===== src/rtl/cpu_pkg.sv =====
// Shared widths, iteration count and state encoding for the multiply/divide unit.
package cpu_pkg;

    localparam int unsigned WIDTH = 32;
    localparam int unsigned ITERS = 32;
    localparam int unsigned CNT_W = 6;

    localparam logic [CNT_W-1:0] LAST_ITER = CNT_W'(ITERS - 1);

    typedef enum logic [2:0] {
        ST_IDLE = 3'd0,
        ST_MULT = 3'd1,
        ST_DIV  = 3'd2,
        ST_FIX  = 3'd3,
        ST_DONE = 3'd4
    } state_e;

    typedef enum logic {
        OP_MULT = 1'b0,
        OP_DIV  = 1'b1
    } op_e;

    // Magnitude of a two's complement value; the most negative value maps onto itself as unsigned.
    function automatic logic [WIDTH-1:0] abs_mag(input logic [WIDTH-1:0] v);
        return v[WIDTH-1] ? WIDTH'(-v) : v;
    endfunction

endpackage


===== src/rtl/div_step.sv =====
// One restoring shift-subtract division iteration on unsigned magnitudes.
module div_step
    import cpu_pkg::*;
#(
    parameter int unsigned W = WIDTH
) (
    input  logic [W-1:0] rem_in,
    input  logic         bit_in,
    input  logic [W-1:0] divisor,
    output logic [W-1:0] rem_out_c,
    output logic         q_bit_c
);

    logic [W:0] shifted;
    logic [W:0] diff;

    // Shift the next dividend bit in and keep the difference only when it does not borrow.
    always_comb begin
        shifted   = {rem_in, bit_in};
        diff      = shifted - {1'b0, divisor};
        q_bit_c   = ~diff[W];
        rem_out_c = q_bit_c ? diff[W-1:0] : shifted[W-1:0];
    end

endmodule


===== src/rtl/multdiv_unit.sv =====
// Iterative signed multiply/divide unit: 32 magnitude iterations, one sign-fix cycle, one done cycle.
module multdiv_unit #(
    parameter int unsigned WIDTH = cpu_pkg::WIDTH
) (
    input  logic             clock,
    input  logic             reset_n,
    input  logic [WIDTH-1:0] data_operandA,
    input  logic [WIDTH-1:0] data_operandB,
    input  logic             ctrl_MULT,
    input  logic             ctrl_DIV,
    output logic [WIDTH-1:0] data_result,
    output logic             data_exception,
    output logic             data_resultRDY,
    output logic             busy
);

    import cpu_pkg::*;

    localparam int unsigned PW = 2 * WIDTH;

    state_e           state_q, state_d;
    op_e              op_q, op_d;
    logic [CNT_W-1:0] cnt_q, cnt_d;
    logic [PW-1:0]    acc_q, acc_d;
    logic [WIDTH-1:0] opb_q, opb_d;
    logic             neg_q, neg_d;
    logic             bzero_q, bzero_d;
    logic [WIDTH-1:0] result_q, result_d;
    logic             exc_q, exc_d;
    logic             rdy_q, rdy_d;
    logic             busy_q, busy_d;

    logic             start_c;
    logic             last_iter_c;
    logic [WIDTH:0]   mult_sum_c;
    logic [PW-1:0]    mult_next_c;
    logic [PW-1:0]    prod_signed_c;
    logic [WIDTH-1:0] quot_signed_c;
    logic [WIDTH-1:0] div_rem_c;
    logic             div_q_c;

    assign start_c     = ctrl_MULT | ctrl_DIV;
    assign last_iter_c = (cnt_q == LAST_ITER);

    // acc_q holds {remainder, dividend/quotient} while dividing.
    div_step #(
        .W (WIDTH)
    ) u_div_step (
        .rem_in    (acc_q[PW-1:WIDTH]),
        .bit_in    (acc_q[WIDTH-1]),
        .divisor   (opb_q),
        .rem_out_c (div_rem_c),
        .q_bit_c   (div_q_c)
    );

    // Multiply step and sign application; acc_q holds {partial product, remaining multiplier}.
    always_comb begin
        mult_sum_c    = {1'b0, acc_q[PW-1:WIDTH]} + (acc_q[0] ? {1'b0, opb_q} : '0);
        mult_next_c   = {mult_sum_c, acc_q[WIDTH-1:1]};
        prod_signed_c = neg_q ? PW'(-acc_q) : acc_q;
        quot_signed_c = neg_q ? WIDTH'(-acc_q[WIDTH-1:0]) : acc_q[WIDTH-1:0];
    end

    // State register.
    always_ff @(posedge clock or negedge reset_n) begin
        if (!reset_n) begin
            state_q <= ST_IDLE;
        end else begin
            state_q <= state_d;
        end
    end

    // Next-state logic; any start restarts, multiply wins a tie.
    always_comb begin
        state_d = state_q;
        if (start_c) begin
            state_d = ctrl_MULT ? ST_MULT : ST_DIV;
        end else begin
            case (state_q)
                ST_IDLE: state_d = ST_IDLE;
                ST_MULT: state_d = last_iter_c ? ST_FIX : ST_MULT;
                ST_DIV:  state_d = last_iter_c ? ST_FIX : ST_DIV;
                ST_FIX:  state_d = ST_DONE;
                ST_DONE: state_d = ST_IDLE;
                default: state_d = ST_IDLE;
            endcase
        end
    end

    // Datapath and output next values.
    always_comb begin
        op_d     = op_q;
        cnt_d    = cnt_q;
        acc_d    = acc_q;
        opb_d    = opb_q;
        neg_d    = neg_q;
        bzero_d  = bzero_q;
        result_d = result_q;
        exc_d    = exc_q;
        rdy_d    = 1'b0;
        busy_d   = (state_d == ST_MULT) || (state_d == ST_DIV) || (state_d == ST_FIX);
        if (start_c) begin
            op_d    = ctrl_MULT ? OP_MULT : OP_DIV;
            cnt_d   = '0;
            acc_d   = {{WIDTH{1'b0}}, abs_mag(data_operandA)};
            opb_d   = abs_mag(data_operandB);
            neg_d   = data_operandA[WIDTH-1] ^ data_operandB[WIDTH-1];
            bzero_d = (data_operandB == '0);
        end else begin
            case (state_q)
                ST_MULT: begin
                    acc_d = mult_next_c;
                    cnt_d = last_iter_c ? '0 : cnt_q + CNT_W'(1);
                end
                ST_DIV: begin
                    acc_d = {div_rem_c, acc_q[WIDTH-2:0], div_q_c};
                    cnt_d = last_iter_c ? '0 : cnt_q + CNT_W'(1);
                end
                ST_FIX: begin
                    rdy_d = 1'b1;
                    if (op_q == OP_MULT) begin
                        result_d = prod_signed_c[WIDTH-1:0];
                        exc_d    = (prod_signed_c[PW-1:WIDTH] != {WIDTH{prod_signed_c[WIDTH-1]}});
                    end else if (bzero_q) begin
                        result_d = '0;
                        exc_d    = 1'b1;
                    end else begin
                        result_d = quot_signed_c;
                        exc_d    = ~neg_q & acc_q[WIDTH-1];
                    end
                end
                default: begin
                    cnt_d = cnt_q;
                end
            endcase
        end
    end

    // Datapath and output registers.
    always_ff @(posedge clock or negedge reset_n) begin
        if (!reset_n) begin
            op_q     <= OP_MULT;
            cnt_q    <= '0;
            acc_q    <= '0;
            opb_q    <= '0;
            neg_q    <= 1'b0;
            bzero_q  <= 1'b0;
            result_q <= '0;
            exc_q    <= 1'b0;
            rdy_q    <= 1'b0;
            busy_q   <= 1'b0;
        end else begin
            op_q     <= op_d;
            cnt_q    <= cnt_d;
            acc_q    <= acc_d;
            opb_q    <= opb_d;
            neg_q    <= neg_d;
            bzero_q  <= bzero_d;
            result_q <= result_d;
            exc_q    <= exc_d;
            rdy_q    <= rdy_d;
            busy_q   <= busy_d;
        end
    end

    assign data_result    = result_q;
    assign data_exception = exc_q;
    assign data_resultRDY = rdy_q;
    assign busy           = busy_q;

endmodule

===== config.mk =====
export PLATFORM = sky130hd
export DESIGN_NAME = multdiv_unit
export DESIGN_NICKNAME = d
export VERILOG_FILES = /design/src/rtl/cpu_pkg.sv /design/src/rtl/div_step.sv /design/src/rtl/multdiv_unit.sv
export SDC_FILE = /design/constraint.sdc
export NUM_CORES = 1
export LEC_CHECK = 0
export ABC_AREA = 1
export CORE_MARGIN = 8
export CORE_UTILIZATION = 35
export DETAILED_ROUTE_END_ITERATION = 10
export HOLD_SLACK_MARGIN = 0.12
export PLACE_DENSITY = 0.57
export SYNTH_ARGS = -nofsm -noshare
export SYNTH_HDL_FRONTEND = slang
export SYNTH_HIERARCHICAL = 1
export SYNTH_SLANG_ARGS = --single-unit

===== constraint.sdc =====
create_clock -name clock -period 2.7 [get_ports clock]
set_input_delay 0.27 -clock clock [delete_from_list [all_inputs] [get_ports clock]]
set_output_delay 0.27 -clock clock [all_outputs]
set_load 0.01 [all_outputs]

==> results.md <==
- Worst-Margin Slew: between 600 and 700 ps
- LEAKAGE: between 10 and 15 nW
- Post-synthesis sequential area ratio: 0.233
- Commonest cells after routing, fill and taps aside: nand2_1 (824), inv_1 (351), nor2_1 (328)
- Area leader, netlist: dfrtp_1
- Pre-antenna DRT Iters: 6
- Worst setup margin: 29.1 ps
- Flop2flop setup slack: between 20 and 30 ps
- Max Cap Violations: 0
- Fin nets: between 3000 and 4000
- Overall Global Routing Usage: 0.260
- Unrepaired setup endpoints after global routing: yes
- Worst r2r path cells: 18
- Max_slew headroom: 0.553
- Vias in the first global route: about 18000
- ANT cells: 0
- Clk_lat worst skew: roughly 470 ps
- Post-Synthesis Cells: about 2600
- CTS Sinks: roughly 140
- CP dominant cell by count: nand2_1
- Final Core Density: 0.465
- Initial Utilization: 0.356
- Initial antenna violation count: 0
- Post-synth EDFFs: 0
- Ys flop type: dfrtp_1
- Tot Pwr: around 11 mW
- Pre-CTS setup slack: -198 ps
- # DRC: 0
- Port buffer count: approximately 100
- P&R area growth vs syn: 30.8%
- Share of cells above drive strength 1: 0.161
- Worst Setup SP: acc_q[0]$_DFFE_PN0P_
- Final HPWL DP: ~55 mm
- Power density over the cells: 531 mW/mm2
- Fmax: 374 MHz
- Chip height: between 200 and 250 um
- CP required: between 3000 and 4000 ps
- Gr ovfl total: 0
- Total Wirelength: just under 70 mm
- Syn_nets: ~2800
- Clock Skew: ~17 ps
- Htree depth: 4
- Min Clock Period, post-route: about 2700 ps
- Cell family with most CP delay: simple AND/OR/NAND/NOR gates
- Max rail drop VDD: roughly 0.00057 V
- Reg2reg start: acc_q[0]$_DFFE_PN0P_
- Crit-path max cell delay: slightly above 400 ps
- CTS root buf: clkbuf_16
- Gpl congestion: 0.965
- Ys Warns: 6
- Largest net degree at the start of global routing: 74
- Setup violations, final: 0
- Worst path depth: 18
- R2R Path End: acc_q[62]$_DFFE_PN0P_
- Final instance area: 0.0201 mm2
- Synthesized cell area: 0.0153 mm2
- Io pins: a little over 100
- Global-route wire length before repair: 101 mm
- Seq cells post-synth: roughly 140
- Area post-placement: 0.0188 mm2
- Row Count: 76
- HP Class: primary input to asynchronous set/reset pin
- Final worst-path cycle share: 0.989
- Buf+Inv Stages, Crit Path: 3
- DRT iter0 DRCs: around 1600
- Max Slew Vio Count: 0
- Die ar.: between 0.05 and 0.06 mm2
- Vias per inst: 5.21
- Netlist cell types: 58
- TritonCTS clock tree: built
- Antenna violation net count after detailed routing: 0
- Final Hold Fails: 0
- Crit-path cells: buf_12 > nand2_1 > inv_1 > ha_1 > a21oi_1 > nand2_2 > a21oi_2 > o21ai_2 > nand2_2 > nand2_1 > nand2_1 > nand2_2 > a21oi_2 > inv_1 > nand2_1 > nand3_1 > nand2_1 > nand2_1
- Hold_ws: 323 ps
- CP Data Arrival Time: a little over 3000 ps
- Die Wd: 225 um
- Clock Tree Buf Depth: 2
- Ys async rst share: 1.00
- Vias after detailed routing: about 18000
- Core area: 0.0432 mm2
- Synth area leaders: dfrtp_1 (23%), nand2_1 (21%), inv_1 (8.6%), nor2_1 (8.2%), o21ai_0 (6.4%)
- Num CTS Buffers: 17
- Commonest non-fill, non-tap cell in the layout: nand2_1
- Clock slew seen by the registers of the worst setup and hold paths: roughly 70 ps
- Synth Area per Inst: 5.84 um2
- Top cell type's share of synthesized area: 0.233
- CP Max Fanout: 18
- Status: completed
- Worst Setup End Kind: flop
- Avg WL per Cell: approximately 19 um
- Slowest cell on crit path: dfrtp_1
- Setup CP Type: flop to flop
- Critical Path Start Type: flop
==> worst max-delay path by stage <==
stage	to	slack (ps)
floorplan	acc_q[55]$_DFFE_PN0P_	40
global placement	acc_q[55]$_DFFE_PN0P_	-170
detailed placement	acc_q[55]$_DFFE_PN0P_	-200
CTS	acc_q[50]$_DFFE_PN0P_	10
global route	acc_q[56]$_DFFE_PN0P_	-110
finish	acc_q[62]$_DFFE_PN0P_	30
==> cell type report <==
class | count | area [um2]
Timing Repair Buffer | 379 | 3270
Clock buffer | 19 | 443
Tap cell | 585 | 732
Fill cell | 4718 | 23100
Sequential cell | 143 | 3600
Inverter | 361 | 1360
Multi-Input combinational cell | 2048 | 10600
Clock inverter | 13 | 128
==> synthesized netlist by cell type, types with 8 or more instances <==
cell type / instances
xor2_1: 64
inv_1: 353
nor3_1: 32
o211ai_1: 8
nand3_1: 138
a21oi_1: 135
ha_1: 68
or2_2: 10
o22ai_1: 24
nand4_1: 30
clkbuf_1: 58
nand2_1: 844
a31oi_1: 31
nor2_1: 335
o21ai_1: 8
dfrtp_1: 143
o21ai_0: 195
nor2_2: 8
nand2_2: 14
inv_2: 8
o21bai_1: 9
==> repair_timing <==
item / in CTS / in global routing
gates resized for setup: 15 / 129
hold endpoints to repair: 43 / 0
setup buffers: 4 / 13
pin swaps: 1 / 14
cloned: 0 / 3
hold buffers: 1 / 0
endpoints found under the setup margin: 32 / 34
==> flip-flops by register name (all words and copies together), names as in the netlist <==
register and count:
state_q 3, acc_q 64, neg_q 1, opb_q 32, data_exception 1, busy 1
cnt_q 6, data_result 32, data_resultRDY 1, bzero_q 1, op_q 1
==> through the flow <==
stage | instances | TNS [ps]
2_1_floorplan | 2627 | 0
6_report | 3548 | 0
3_3_place_gp | 3495 | -913
3_5_place_dp | 3495 | -1940
5_1_grt | 3548 | -1250
4_1_cts | 3532 | 0
==> routing by layer <==
metal  vias up  GRT usage  routed length, um  share of wire
li1       9099          -                  -              -
met1      8600      0.366              31500           0.46
met2       680      0.389              29100           0.43
met3       115     0.0530               5500          0.081
met4         0     0.0910               2110          0.031
met5         -          0                  0              0
==> power breakdown <==
part | switching [mW] | internal, mW | leakage [nW] | total, mW
sequential | 0.403 | 2.49 | 1.77 | 2.89
clock | 1.14 | 1.31 | 0.277 | 2.45
combinational | 3.15 | 2.16 | 8.48 | 5.31
==> worst register-to-register path: cells and delay by family (launching register included) <==
| family | cells | cell delay, ps |
|---|---|---|
| compound gates | 4 | 720 |
| fa+ha+maj | 1 | 330 |
| buf+inv | 3 | 260 |
| flops | 1 | 410 |
| simple gates | 10 | 830 |
==> cells by family (layout without fill, tap and decap cells) <==
group	count (synthesis)	after routing	share of synthesized area
compound gates	453	453	0.165
xor+xnor	71	71	0.0405
fa+ha+maj	70	70	0.0580
buf+inv	438	772	0.111
flops	143	143	0.233
mux	1	1	0.000652
simple gates	1451	1453	0.391
Note: power is estimated with default switching activity, not from simulation.
